===== config.mk =====
export PLATFORM = sky130hd
export DESIGN_NAME = hilo_muldiv
export DESIGN_NICKNAME = d
export VERILOG_FILES = /design/src/rtl/hilo_muldiv.sv
export SDC_FILE = /design/constraint.sdc
export NUM_CORES = 1
export LEC_CHECK = 0
export CORE_ASPECT_RATIO = 1.1
export CORE_UTILIZATION = 50
export DETAILED_ROUTE_END_ITERATION = 7
export GPL_ROUTABILITY_DRIVEN = 1
export PLACE_DENSITY = 0.73
export SYNTH_ARGS = -nofsm -noshare
export SYNTH_HDL_FRONTEND = slang
export SYNTH_SLANG_ARGS = --single-unit

===== constraint.sdc =====
create_clock -name clk -period 3.4 [get_ports clk]
set_input_delay 0.68 -clock clk [delete_from_list [all_inputs] [get_ports clk]]
set_output_delay 0.68 -clock clk [all_outputs]
set_load 0.01 [all_outputs]

===== src/rtl/hilo_muldiv.sv =====
// Iterative HI/LO multiply/divide unit: one shift-add (multiply) or restoring
// shift-subtract (divide) step per cycle on operand magnitudes, signs fixed at the end.
module hilo_muldiv #(
    parameter int WIDTH = 32
) (
    input  logic             clk,
    input  logic             reset,
    input  logic             start,
    input  logic [1:0]       op,
    input  logic [WIDTH-1:0] a,
    input  logic [WIDTH-1:0] b,
    output logic             busy,
    output logic             write,
    output logic [WIDTH-1:0] hi,
    output logic [WIDTH-1:0] lo
);

    localparam int CW = $clog2(WIDTH + 1);

    typedef enum logic [1:0] {
        S_IDLE,
        S_CALC,
        S_DONE
    } state_t;

    state_t               r_state;
    logic [CW-1:0]        r_cnt;
    logic                 r_is_div;
    logic                 r_neg_q;
    logic                 r_neg_r;
    logic                 r_bzero;
    logic [WIDTH-1:0]     r_a;
    logic [WIDTH-1:0]     r_opd;
    logic [2*WIDTH-1:0]   r_acc;
    logic                 r_busy;
    logic                 r_write;
    logic [WIDTH-1:0]     r_hi;
    logic [WIDTH-1:0]     r_lo;

    // Operand magnitudes; the most-negative value maps to 2^(WIDTH-1) as unsigned.
    logic                 w_signed;
    logic                 w_a_neg;
    logic                 w_b_neg;
    logic [WIDTH-1:0]     w_a_mag;
    logic [WIDTH-1:0]     w_b_mag;

    assign w_signed = ~op[0];
    assign w_a_neg  = w_signed & a[WIDTH-1];
    assign w_b_neg  = w_signed & b[WIDTH-1];
    assign w_a_mag  = w_a_neg ? -a : a;
    assign w_b_mag  = w_b_neg ? -b : b;

    // Multiply step: r_acc = {partial product, remaining multiplier bits}.
    logic [WIDTH:0]       w_madd;
    logic [2*WIDTH-1:0]   w_mul_next;

    assign w_madd     = {1'b0, r_acc[2*WIDTH-1:WIDTH]} + (r_acc[0] ? {1'b0, r_opd} : {(WIDTH+1){1'b0}});
    assign w_mul_next = {w_madd, r_acc[WIDTH-1:1]};

    // Divide step: r_acc = {partial remainder, dividend bits / quotient bits}.
    // A set top bit in the shifted remainder means it already exceeds any divisor.
    logic [WIDTH:0]       w_shift;
    logic                 w_ge;
    logic [WIDTH-1:0]     w_sub;
    logic [2*WIDTH-1:0]   w_div_next;

    assign w_shift    = r_acc[2*WIDTH-1:WIDTH-1];
    assign w_ge       = w_shift[WIDTH] | (w_shift[WIDTH-1:0] >= r_opd);
    assign w_sub      = w_shift[WIDTH-1:0] - r_opd;
    assign w_div_next = w_ge ? {w_sub, r_acc[WIDTH-2:0], 1'b1}
                             : {w_shift[WIDTH-1:0], r_acc[WIDTH-2:0], 1'b0};

    logic [2*WIDTH-1:0]   w_prod;
    logic [WIDTH-1:0]     w_quo;
    logic [WIDTH-1:0]     w_rem;

    assign w_prod = r_neg_q ? -r_acc : r_acc;
    assign w_quo  = r_neg_q ? -r_acc[WIDTH-1:0] : r_acc[WIDTH-1:0];
    assign w_rem  = r_neg_r ? -r_acc[2*WIDTH-1:WIDTH] : r_acc[2*WIDTH-1:WIDTH];

    // NOTE: state updates use non-blocking assignments so every register samples
    // pre-edge values; reset is tested first inside the clocked block (synchronous).
    always_ff @(posedge clk) begin
        if (reset) begin
            r_state  <= S_IDLE;
            r_cnt    <= '0;
            r_is_div <= 1'b0;
            r_neg_q  <= 1'b0;
            r_neg_r  <= 1'b0;
            r_bzero  <= 1'b0;
            r_a      <= '0;
            r_opd    <= '0;
            r_acc    <= '0;
            r_busy   <= 1'b0;
            r_write  <= 1'b0;
            r_hi     <= '0;
            r_lo     <= '0;
        end else begin
            r_write <= 1'b0;
            case (r_state)
                S_IDLE: begin
                    if (start) begin
                        r_state  <= S_CALC;
                        r_busy   <= 1'b1;
                        r_cnt    <= '0;
                        r_is_div <= op[1];
                        r_neg_q  <= w_a_neg ^ w_b_neg;
                        r_neg_r  <= w_a_neg;
                        r_bzero  <= (b == '0);
                        r_a      <= a;
                        r_opd    <= op[1] ? w_b_mag : w_a_mag;
                        r_acc    <= {{WIDTH{1'b0}}, (op[1] ? w_a_mag : w_b_mag)};
                    end
                end
                S_CALC: begin
                    if (r_cnt == CW'(WIDTH)) begin
                        r_state <= S_DONE;
                        r_write <= 1'b1;
                        if (!r_is_div) begin
                            {r_hi, r_lo} <= w_prod;
                        end else if (r_bzero) begin
                            r_hi <= r_a;
                            r_lo <= '1;
                        end else begin
                            r_hi <= w_rem;
                            r_lo <= w_quo;
                        end
                    end else begin
                        r_acc <= r_is_div ? w_div_next : w_mul_next;
                        r_cnt <= r_cnt + CW'(1);
                    end
                end
                S_DONE: begin
                    r_state <= S_IDLE;
                    r_busy  <= 1'b0;
                end
                default: begin
                    r_state <= S_IDLE;
                    r_busy  <= 1'b0;
                end
            endcase
        end
    end

    assign busy  = r_busy;
    assign write = r_write;
    assign hi    = r_hi;
    assign lo    = r_lo;

endmodule


# After elaboration in Yosys (flattened, before gate mapping)
# Index checks and enable logic that the tools add are counted.
# W data, S select, Z words.
# op_classes
n_addsub,8
order_cmp,1
eq_ne,5
mux,26
bitwise_logic,6
reduce_logical,9
# ops
operator,n
$mux W32,11
$mux W64,5
$neg A32 Y32,4
$pmux W64 S2,1
$neg A64 Y64,1
$add A32 B32 Y33,1
$ge A32 B32 Y1,1
$logic_not A32 Y1,1
$sub A32 B32 Y32,1
$mux W6,2
$pmux W6 S2,1
$reduce_and A2 Y1,4
$add A6 B1 Y6 const B,1
$eq A6 B6 Y1 const B,1
$ne A2 B2 Y1 const B,3
$mux W2,2
$pmux W2 S2,1
$reduce_and A3 Y1,1
$and A1 B1 Y1,2
$eq A2 B1 Y1 const B,1
$logic_not A2 Y1,1
$mux W1,2
$not A1 Y1,2
$pmux W1 S2,1
other kinds (4),4
# totals
regBits,206
in_bits,69
output_inout_bits,66

# Logic depth before layout (Yosys ltp)
# depth
word_depth,6
ltp_mapped,13
ltp_nobuf,12

# Worst setup path before layout
# OpenSTA, ideal clock, no wires.
# synth_timing
path_kind,reg-to-reg
start,register r_acc[31]
end,register r_acc[43]
setup_time_ns,0.125
arrival_time_ns,3.074
setup_slack_ns,0.201
path_stages_with_launch,13
cell_sequence,dfxtp_1 -> inv_1 -> ha_1 -> fa_1 -> nor2b_1 -> o31a_1 -> o21ai_1 -> a21o_1 -> a2111oi_0 -> nor2_1 -> clkbuf_1 -> a211oi_1 -> o21ai_0
# synth_between
elab_chain_len,6
word_cells_on_any_way,7
cone_classes,1 x add/sub; 1 x order compare; 4 x mux; 1 x bitwise
# synth_lines
element,line,text
from (decl),34,logic [2*WIDTH-1:0] r_acc;
from (signal assigned),112,"r_acc <= {{WIDTH{1'b0}}, (op[1] ? w_a_mag : w_b_mag)};"
from (signal assigned),129,r_acc <= r_is_div ? w_div_next : w_mul_next;
$ge A32 B32 Y1,68,assign w_ge = w_shift[WIDTH] | (w_shift[WIDTH-1:0] >= r_opd);
$or A1 B1 Y1,68,
$mux W64 *,70,"assign w_div_next = w_ge ? {w_sub, r_acc[WIDTH-2:0], 1'b1}"
$mux W64 *,129,
$mux W64 *,116,if (r_cnt == CW'(WIDTH)) begin
$pmux W64 S2 *,100,case (r_state)
# Every way passes the cells marked *; elsewhere a longest branch is shown, timed or not. The select of a mux whose other input is x is not followed.
# A chain may end at the register's enable or synchronous reset.

# Worst setup path after layout
# layout_timing
start,register r_acc[33]
end,register r_hi[29] (netlist: hi[29])
# layout_between
elab_chain_len,4
word_cells_on_any_way,6
cone_classes,2 x add/sub; 4 x mux
# layout_lines
element,line,text
$neg A32 Y32,79,assign w_rem = r_neg_r ? -r_acc[2*WIDTH-1:WIDTH] : r_acc[2*WIDTH-1:WIDTH];
$mux W32,79,
$mux W32,121,end else if (r_bzero) begin
$mux W32 *,119,if (!r_is_div) begin
to (signal assigned),120,"{r_hi, r_lo} <= w_prod;"
to (signal assigned),122,r_hi <= r_a;
to (signal assigned),125,r_hi <= w_rem;
to (decl),37,logic [WIDTH-1:0] r_hi;
# Every way passes the cells marked *; elsewhere a longest branch is shown, timed or not.

==> metrics.md <==
| Metric | Value |
|---|---|
| Netlist Area Pre-Place | `16,500 um^2` |
| Post-Route Setup TNS | `0 ps` |
| Vias in the first global route | `16,975` |
| Seq/Total Area, Yosys | `0.251` |
| Hold_buf cts | `0` |
| TritonRoute pass-1 iters | `7` |
| Layout cells sized above 1 | `0.122` |
| Largest net degree at the start of global routing | `114` |
| Final hold violation count | `0` |
| Post-route ant nets | `0` |
| Root Buffer | `clkbuf_16` |
| Met2 routed WL | `27,600 um` |
| Maximum vdd drop | `0.338 mV` |
| Syn Area/Cell | `7.37 um^2` |
| Hold path cells | `2` |
| Final count of pins violating max slew | `0` |
| Initial antenna violation count | `0` |
| Pre-CTS WS | `-257 ps` |
| Drt via density | `6.41` |
| Mapped Cells | `2,232` |
| Final core occ | `0.623` |
| Yosys reg bits | `206` |
| PortBufs | `134` |
| Row count | `69` |
| Clock buffer count from CTS | `25` |
| Leak Pwr | `7.79 nW` |
| Area grow syn2layout | `22.5%` |
| Yosys cell types | `85` |
| Placeable Area | `32,400 um^2` |
| CP Launch Type | `register` |
| Max-cap viol count | `0` |
| Die area | `33,600 um^2` |
| Fill cells | `2,916` |
| Clock-pin slew on the worst setup and hold paths | `60 ps` |
| Synth warnings | `0` |
| TritonCTS clock tree | `done` |
| First-pass GRT wire length | `97,600 um` |
| Critical Path RT | `3890 ps` |
| Clock Tree Buf Depth | `3` |
| DRC viols | `0` |
| Power Dens Cells | `383 nW/um^2` |
| Starting Density | `0.508` |
| Hold Slack | `442 ps` |
| Synth area leaders | `dfxtp_1 25%, nand2_1 6.6%, a21oi_1 5.5%, ha_1 5.3%, xnor2_1 5.1%` |
| Die height | `192 um` |
| DR WL met3 | `6700 um` |
| Worst slew margin | `0.338` |
| Dpl hpwl | `48,800 um` |
| Top cell type's share of synthesized area | `0.251` |
| Setup crit end kind | `register` |
| Diode count | `0` |
| Ports | `135` |
| CTS sink cnt | `206` |
| Final Instance Area | `20,200 um^2` |
| Worst min-delay path class | `reg2reg` |
| Worst Skew | `38.5 ps` |
| Critical path class | `reg2reg` |
| Cell taking the most area after synthesis | `dfxtp_1` |
| Outcome | `finished, final reports clean` |
| Via count | `18,392` |
| Most used DFF post-synth | `dfxtp_1` |
| Final min period | `3330 ps` |
| Placed inst area | `19,300 um^2` |
| Most common cell after layout, fill and taps aside | `nand2_1` |
| WP data arrival | `3820 ps` |
| Post-synth EDFFs | `0` |
| Grt total ovfl | `0` |
| Fmax | `300 MHz` |
| Slew @ Worst Pin | `993 ps` |
| H-tree level count | `1` |
| Die width | `175 um` |
| Ys async rst share | `0` |
| CP Max Fanout | `5` |
| Post-route setup slack | `67.7 ps` |
| DR top layer | `met4` |
| Fin nets | `2,567` |
| R2R depth | `9` |
| RSZ-0062 raised after global routing | `true` |
| Tcrit/Tclk final | `0.980` |
| Total GRT Usage | `0.374` |
| DRT iter0 DRCs | `2,166` |
| M1 wire length | `25,400 um` |
| WL/cell | `22.4 um` |
| RD Place Congestion | `1.11` |
| Worst skew pair latency | `570 ps` |
| Synth Net Count | `2,373` |
| Most frequent cells in the layout | `289 x nand2_1, 212 x nor2_1, 203 x dfxtp_1` |
| Setup violators final | `0` |
| Final WL | `64,400 um` |
[logic make-up after synthesis]
group,Yosys count,share of synthesized area
AOI/OAI and AO/OA,701,0.279
adders and majority gates,72,0.0557
DFF,206,0.251
muxes,80,0.0499
xor gates and xnor gates,186,0.0990
and+or+nand+nor,758,0.212
buffers and inverters,229,0.0538
[area by class of cell]
cell class,instances,area (um^2),share of cell area
repair buffers,330,2910,0.144
flip-flops and latches,206,4130,0.205
multi-input cells,1797,11500,0.571
inverters,66,248,0.0123
clock buffers,29,661,0.0328
well taps,426,533,0.0264
clock inverters,16,170,0.00844
[registers in the layout (all words and copies together) (netlist names), 2 cells and up]
name	cells
hi	32
r_acc	64
r_opd	32
r_state	2
r_a	32
lo	32
r_cnt	6
[metrics by stage]
| stage | power [mW] | cells |
|---|---|---|
| 2_1_floorplan | 4.03 | 2232 |
| 3_3_place_gp | 4.87 | 2825 |
| 3_5_place_dp | 4.90 | 2825 |
| 4_1_cts | 7.63 | 2870 |
| 5_1_grt | 7.97 | 2870 |
| 6_report | 7.72 | 2870 |
[path summary, 6_finish.rpt]
path | endpoint | from | slack (ps)
worst max-delay path | hi[29]$_SDFFE_PP0P_ | r_acc[33]$_SDFFE_PP0P_ | 70
worst min-delay path | hi[15]$_SDFFE_PP0P_ | hi[15]$_SDFFE_PP0P_ | 440
worst max register to register | hi[29]$_SDFFE_PP0P_ | r_acc[33]$_SDFFE_PP0P_ | 70
worst min register to register | hi[15]$_SDFFE_PP0P_ | hi[15]$_SDFFE_PP0P_ | 440
[metal layers]
layer | vias up | global-route usage
met4 | 0 | 0.233
met3 | 247 | 0.0560
met2 | 1172 | 0.585
met5 | - | 0
li1 | 8462 | -
met1 | 8511 | 0.482
[what timing repair did]
item                       CTS  global route
setup endpoints to repair    2            10
setup buffers                0             0
gates resized for setup      2            10
pin swaps                    0             1
hold endpoints to repair     0             0
[power breakdown]
part / leakage (nW) / switching (mW) / internal [mW] / total, mW
clock: 0.406 / 1.19 / 1.56 / 2.75
combinational: 5.70 / 1.41 / 0.897 / 2.31
sequential: 1.68 / 0.127 / 2.53 / 2.66
total: 7.79 / 2.72 / 4.99 / 7.72
[critical path, cell delays in order, from the launching register on]
cell       delay, ps
dfxtp_1          360
buf_4            180
or4_1            560
nand4b_1         440
or3_1            450
or3_1            410
and2_4           200
a2111oi_2        370
a21oi_1          110
o31ai_2          190
[cell usage after synthesis, types with 24 or more instances]
cell type    n
xor2_1      90
nand3_1     36
o31ai_1     36
xnor2_1     96
mux2i_1     64
a211oi_1    82
or3_1       26
nor3_1      41
dfxtp_1    206
o211ai_1    53
nor2_1     216
o21ai_0    131
a21oi_1    181
ha_1        70
clkbuf_1   135
a31oi_1     24
nand2_1    289
inv_1       63
Power figures use the tool's default switching activity.
